## src/rtl/fft_pp_pkg.sv

```systemverilog
// fft_pp_pkg: shared types and helpers for the FFT output ping-pong controller.
//   ADDR_W_DEF   default bank address width (256-entry banks)
//   bank_state_t per-bank life cycle EMPTY -> FILLING -> FULL -> DRAINING
//   bitrev()     reverses the low w bits of an address
package fft_pp_pkg;

  localparam int ADDR_W_DEF = 8;
  localparam int MAX_W      = 16;

  typedef enum logic [1:0] {
    EMPTY    = 2'd0,
    FILLING  = 2'd1,
    FULL     = 2'd2,
    DRAINING = 2'd3
  } bank_state_t;

  // Reverses bits [w-1:0] of x; bits at and above w come back as zero.
  function automatic logic [MAX_W-1:0] bitrev(input logic [MAX_W-1:0] x, input int w);
    logic [MAX_W-1:0] r;
    r = '0;
    for (int i = 0; i < MAX_W; i++) begin
      if (i < w) r[i] = x[w-1-i];
    end
    return r;
  endfunction

endpackage

```

## src/rtl/fft_pp_bank_fsm.sv

```systemverilog
// fft_pp_bank_fsm: life-cycle state of one ping-pong bank.
//   clock_c, reset   clock and asynchronous active-high reset
//   wr_first         first write of a frame lands in this bank
//   wr_last          final write of a frame lands in this bank
//   rd_first         first read of a frame is taken from this bank
//   rd_last          final read of a frame is taken from this bank
//   state            current bank state
module fft_pp_bank_fsm
  import fft_pp_pkg::*;
(
  input  logic        clock_c,
  input  logic        reset,
  input  logic        wr_first,
  input  logic        wr_last,
  input  logic        rd_first,
  input  logic        rd_last,
  output bank_state_t state
);

  bank_state_t state_q, state_d;

  always_ff @(posedge clock_c or posedge reset) begin
    if (reset) state_q <= EMPTY;
    else       state_q <= state_d;
  end

  // The last-event checks come first so a degenerate one-entry bank still
  // completes its frame in a single access.
  always_comb begin
    state_d = state_q;
    unique case (state_q)
      EMPTY: begin
        if (wr_last)       state_d = FULL;
        else if (wr_first) state_d = FILLING;
      end
      FILLING: begin
        if (wr_last) state_d = FULL;
      end
      FULL: begin
        if (rd_last)       state_d = EMPTY;
        else if (rd_first) state_d = DRAINING;
      end
      DRAINING: begin
        if (rd_last) state_d = EMPTY;
      end
      default: state_d = EMPTY;
    endcase
  end

  assign state = state_q;

endmodule

```

## src/rtl/fft_pingpong_ctrl.sv

```systemverilog
// fft_pingpong_ctrl: address/strobe sequencer for the FFT output reorder
// buffer. Samples are written into the filling bank at bit-reversed
// addresses while the other bank drains in natural order.
//   clock_c, reset, enable         clock, async active-high reset, clock enable
//   wr_valid / wr_ready / wr_en    upstream handshake and bank write strobe
//   wr_bank, wr_addr               bank being filled, bit-reversed address
//   rd_ready / rd_en               downstream accept and bank read strobe
//   rd_bank, rd_addr               bank being drained, natural-order address
//   out_valid, out_sel, frame_last read-side flags delayed by RD_LAT
//   overflow                       sticky: sample offered while not ready
module fft_pingpong_ctrl
  import fft_pp_pkg::*;
#(
  parameter int ADDR_W = ADDR_W_DEF,
  parameter int RD_LAT = 1
) (
  input  logic              clock_c,
  input  logic              reset,
  input  logic              enable,
  input  logic              wr_valid,
  output logic              wr_ready,
  output logic              wr_en,
  output logic              wr_bank,
  output logic [ADDR_W-1:0] wr_addr,
  input  logic              rd_ready,
  output logic              rd_en,
  output logic              rd_bank,
  output logic [ADDR_W-1:0] rd_addr,
  output logic              out_valid,
  output logic              out_sel,
  output logic              frame_last,
  output logic              overflow
);

  localparam logic [ADDR_W-1:0] CNT_MAX = '1;

  logic [ADDR_W-1:0] wr_cnt_q, wr_cnt_d;
  logic [ADDR_W-1:0] rd_cnt_q, rd_cnt_d;
  logic              wr_bank_q, wr_bank_d;
  logic              rd_bank_q, rd_bank_d;
  logic              ovf_q, ovf_d;
  logic [RD_LAT-1:0] vld_q, sel_q, last_q;
  bank_state_t       bank_st [2];

  logic wr_open, rd_open;

  assign wr_open = (bank_st[wr_bank_q] == EMPTY) || (bank_st[wr_bank_q] == FILLING);
  assign rd_open = (bank_st[rd_bank_q] == FULL)  || (bank_st[rd_bank_q] == DRAINING);

  // Strobes are masked while reset is held so nothing reaches the RAMs
  // during the asynchronous clear.
  assign wr_ready = enable & ~reset & wr_open;
  assign wr_en    = wr_valid & wr_ready;
  assign rd_en    = enable & ~reset & rd_ready & rd_open;

  assign wr_bank  = wr_bank_q;
  assign wr_addr  = ADDR_W'(bitrev(MAX_W'(wr_cnt_q), ADDR_W));
  assign rd_bank  = rd_bank_q;
  assign rd_addr  = rd_cnt_q;

  for (genvar b = 0; b < 2; b++) begin : g_bank
    logic wr_hit, rd_hit;
    assign wr_hit = wr_en & (wr_bank_q == 1'(b));
    assign rd_hit = rd_en & (rd_bank_q == 1'(b));

    fft_pp_bank_fsm u_bank (
      .clock_c  (clock_c),
      .reset    (reset),
      .wr_first (wr_hit & (wr_cnt_q == '0)),
      .wr_last  (wr_hit & (wr_cnt_q == CNT_MAX)),
      .rd_first (rd_hit & (rd_cnt_q == '0)),
      .rd_last  (rd_hit & (rd_cnt_q == CNT_MAX)),
      .state    (bank_st[b])
    );
  end

  always_comb begin
    wr_cnt_d  = wr_cnt_q;
    wr_bank_d = wr_bank_q;
    rd_cnt_d  = rd_cnt_q;
    rd_bank_d = rd_bank_q;
    ovf_d     = ovf_q | (wr_valid & enable & ~wr_ready);
    if (wr_en) begin
      wr_cnt_d = wr_cnt_q + ADDR_W'(1);
      if (wr_cnt_q == CNT_MAX) wr_bank_d = ~wr_bank_q;
    end
    if (rd_en) begin
      rd_cnt_d = rd_cnt_q + ADDR_W'(1);
      if (rd_cnt_q == CNT_MAX) rd_bank_d = ~rd_bank_q;
    end
  end

  always_ff @(posedge clock_c or posedge reset) begin
    if (reset) begin
      wr_cnt_q  <= '0;
      rd_cnt_q  <= '0;
      wr_bank_q <= 1'b0;
      rd_bank_q <= 1'b0;
      ovf_q     <= 1'b0;
    end else if (enable) begin
      wr_cnt_q  <= wr_cnt_d;
      rd_cnt_q  <= rd_cnt_d;
      wr_bank_q <= wr_bank_d;
      rd_bank_q <= rd_bank_d;
      ovf_q     <= ovf_d;
    end
  end

  // Read-side flags ride a RD_LAT-deep shift register matching the RAM
  // read latency; it freezes with enable so flags stay aligned with data.
  always_ff @(posedge clock_c or posedge reset) begin
    if (reset) begin
      vld_q  <= '0;
      sel_q  <= '0;
      last_q <= '0;
    end else if (enable) begin
      vld_q[0]  <= rd_en;
      sel_q[0]  <= rd_bank_q;
      last_q[0] <= rd_en & (rd_cnt_q == CNT_MAX);
      for (int i = 1; i < RD_LAT; i++) begin
        vld_q[i]  <= vld_q[i-1];
        sel_q[i]  <= sel_q[i-1];
        last_q[i] <= last_q[i-1];
      end
    end
  end

  assign out_valid  = vld_q[RD_LAT-1];
  assign out_sel    = sel_q[RD_LAT-1];
  assign frame_last = last_q[RD_LAT-1];
  assign overflow   = ovf_q;

endmodule

```

## config.mk

```make
export PLATFORM = sky130hd
export DESIGN_NAME = fft_pingpong_ctrl
export DESIGN_NICKNAME = d
export VERILOG_FILES = /design/src/rtl/fft_pp_pkg.sv /design/src/rtl/fft_pp_bank_fsm.sv /design/src/rtl/fft_pingpong_ctrl.sv
export SDC_FILE = /design/constraint.sdc
export NUM_CORES = 1
export LEC_CHECK = 0
export BUFFER_PORTS_ARGS = -buffer_cell sky130_fd_sc_hd__buf_2
export CAP_MARGIN = 20
export CELL_PAD_IN_SITES_DETAIL_PLACEMENT = 1
export CELL_PAD_IN_SITES_GLOBAL_PLACEMENT = 2
export CORE_MARGIN = 4
export CORE_UTILIZATION = 37
export CTS_BUF_LIST = sky130_fd_sc_hd__clkbuf_8
export DETAILED_ROUTE_END_ITERATION = 10
export HOLD_SLACK_MARGIN = 0.08
export PLACE_DENSITY_LB_ADDON = 0.1
export REMOVE_ABC_BUFFERS = 1
export SLEW_MARGIN = 0
export SYNTH_ARGS = -nofsm -noshare
export SYNTH_HDL_FRONTEND = slang
export SYNTH_HIERARCHICAL = 1
export SYNTH_SLANG_ARGS = --single-unit
export TNS_END_PERCENT = 50
```

## constraint.sdc

```tcl
create_clock -name clock_c -period 2.77 [get_ports clock_c]
set_clock_uncertainty 0.15 [all_clocks]
set_input_delay 0.554 -clock clock_c [delete_from_list [all_inputs] [get_ports clock_c]]
set_output_delay 0.554 -clock clock_c [all_outputs]
set_load 0.01 [all_outputs]
```

==> flow_metrics.tcl <==
set metrics [dict create \
    outcome "finished, final reports clean" \
    dpl.hpwl_mm 1.82 \
    finalHoldViolations 0 \
    wl_mm 2.42 \
    cp_common_cell "buf_2" \
    grt_use_met2_pct 22.0 \
    grt_pass1_vias 902 \
    reg2reg_from "rd_bank" \
    place.gp.congestion 0.714 \
    grt_setup_unrepaired "false" \
    slew_violations 0 \
    relSlewSlack_pct 43.7 \
    nFillCells 335 \
    vias_per_cell 5.00 \
    tns_ns 0 \
    grt_pass1_wl_mm 4.38 \
    yosysWarnings 6 \
    final_util_pct 49.3 \
    critPathCapture "wr_en" \
    power_density_nw_per_um2 626 \
    required_ns 2.07 \
    drt_drc_violations_left 0 \
    mappedNetlistArea_sq_um 1140 \
    sw_frac_of_total_pct 27.6 \
    start_util_pct 40.0 \
    post-cts-setup-buffer-count 0 \
    crit_start "reset" \
    antenna_cells 0 \
    end_kind "output pin" \
    path_buf_inv 3 \
    switching_power_mw 0.243 \
    finalSetupViolCount 0 \
    crit_fanout 7 \
    die_x_um 63.6 \
    r2r_slack_ns 0.83 \
    drt-pass1-iter-count 4 \
    hp-class "register to register" \
    numCtsBuffers 3 \
    core_area_sq_um 2850 \
    peakVddDrop_uv 426 \
    die_h_um 63.6 \
    slowest_delay_ns 0.53 \
    critPathLaunchType "primary input" \
    insertion_delay_ns 0.27 \
    grt_use_total_pct 13.4 \
    drtAntennaViolNets 0 \
    p_leak_nw 0.733 \
    intPower_mw 0.638 \
    cts_buffer_depth 2 \
    grt-busiest-layer "met2" \
    timing.final.crit_share_pct 97.4 \
    finalNetCount 152 \
    worst_pin_slew_ns 0.843 \
    clk_pin_slew_ns 0.08 \
    critical_path_depth 5 \
    reg2reg_to "g_bank[0].u_bank/state[1]" \
    grt_overflow 0 \
    p_clk_share_pct 34.7 \
    slowest_stage "dlygate4sd3_1" \
    final.min_clock_period_ns 2.70 \
    crit_chain "dlygate4sd3_1 -> buf_2 -> and2b_2 -> and3_1 -> buf_2" \
    cts-root-buf "clkbuf_8" \
    grt_start_max_net_pins 23 \
    pwr-share-seq_pct 48.7 \
    io_pins 30 \
    fmax_mhz 371 \
    drive_gt1_share_pct 28.2 \
    dieArea_sq_um 4040 \
    antenna_found_initial 0 \
    drt_iter0_markers 23 \
    min_from "overflow" \
    cts_tree "done" \
    row_count 19 \
    grt_util_met3_pct 3.73 \
    worstPathArrival_ns 1.99 \
    power_frac_comb_pct 16.5 \
    critPathKind "primary input to output pin" \
    crit_family "buffers and inverters" \
    cts_sinks 24 \
    cts-htree-levels 1 \
    port_buffers 29 \
    rr_worst_depth 6 \
    synth.avg_cell_area_sq_um 10.5 \
    drv_cap 0 \
    vias 865 \
    area_growth_syn_to_layout_pct 23.2 \
    met1_usage_pct 17.1 \
    synthCells 109 \
    wire_per_inst_um 14.0 \
]
-- how the worst min path moves through the flow --
| stage | to | slack, ns | cells past startpoint |
|---|---|---|---|
| after detailed placement | g_bank[1].u_bank/state[1] | 0.27 | 2 |
| after floorplan | g_bank[0].u_bank/state[1] | 0.13 | 1 |
| after global routing | overflow | 0.37 | 1 |
| after CTS | overflow | 0.33 | 1 |
| after global placement | g_bank[1].u_bank/state[1] | 0.27 | 2 |
| final | overflow | 0.32 | 1 |
-- layout by cell type, fill, tap and decap left out --
| cell | n |
|---|---|
| a31o_2 | 1 |
| and2_1 | 2 |
| and2b_2 | 1 |
| and3_1 | 2 |
| and4_1 | 1 |
| buf_2 | 29 |
| bufinv_16 | 1 |
| clkbuf_8 | 3 |
| clkinvlp_4 | 1 |
| dfrtp_1 | 24 |
| dlygate4sd3_1 | 1 |
| ha_1 | 4 |
| inv_1 | 14 |
| mux2_2 | 1 |
| mux2_4 | 1 |
| mux2i_1 | 1 |
| nand2_1 | 9 |
| nand2b_1 | 2 |
| nand3_1 | 5 |
| nand3_4 | 1 |
| nand4_1 | 3 |
| nor2_1 | 6 |
| nor3_1 | 4 |
| nor4_1 | 2 |
| o21ai_0 | 6 |
| or4_4 | 1 |
| xnor2_1 | 9 |
| xor2_1 | 7 |
-- state kept, by name, indices dropped and copies added, names as in the netlist --
name,cells
rd_addr,8
overflow,1
wr_bank,1
wr_cnt_q,8
out_valid,1
frame_last,1
rd_bank,1
out_sel,1
g_bank.u_bank/state,2
-- worst register-to-register path, stage by stage (launching register included) --
cell	delay, ns
dfrtp_1	0.47
mux2_4	0.25
nand3_4	0.12
or4_4	0.58
nor2_1	0.10
nand2b_1	0.10
o21ai_0	0.07
-- what timing repair did --
action                     CTS  global route
setup endpoints to repair    0             1
hold buffers                 1             0
hold endpoints to repair     2             0
gates resized for setup      0             1
-- through the flow --
step	area (sq um)	hold slack, ns	power [mW]	worst slack (ns)	instances
floorplan	1140	0.133	0.512	0.816	108
global placement	1320	0.266	0.575	0.611	168
detailed placement	1320	0.273	0.581	0.566	168
CTS	1400	0.334	0.897	0.0704	173
global route	1410	0.374	0.935	0.000966	173
finish	1410	0.325	0.881	0.0723	173
-- power groups by stage --
stage,Sequential [mW],Clock (mW),Combinational (mW)
global route,0.439,0.334,0.162
CTS,0.431,0.317,0.149
floorplan,0.444,0,0.0681
finish,0.429,0.306,0.146
detailed placement,0.435,0,0.146
global placement,0.432,0,0.143
-- metal layers --
layer | wire length (um) | share of wire [%]
met4 | 33 | 1.4
met3 | 125 | 5.2
met1 | 1080 | 45
met5 | 0 | 0
met2 | 1170 | 49
-- cell type report --
| cell class | count | area, sq um | share of cell area (%) |
|---|---|---|---|
| timing repair buffer | 30 | 155 | 11.0 |
| tap | 31 | 38.8 | 2.76 |
| multi-input combinational | 69 | 482 | 34.2 |
| sequential | 24 | 601 | 42.7 |
| clock inverter | 1 | 30.0 | 2.13 |
| inverter | 15 | 60.1 | 4.27 |
| clock buffer | 3 | 41.3 | 2.93 |
No activity file was read; power rests on OpenSTA's default activity.
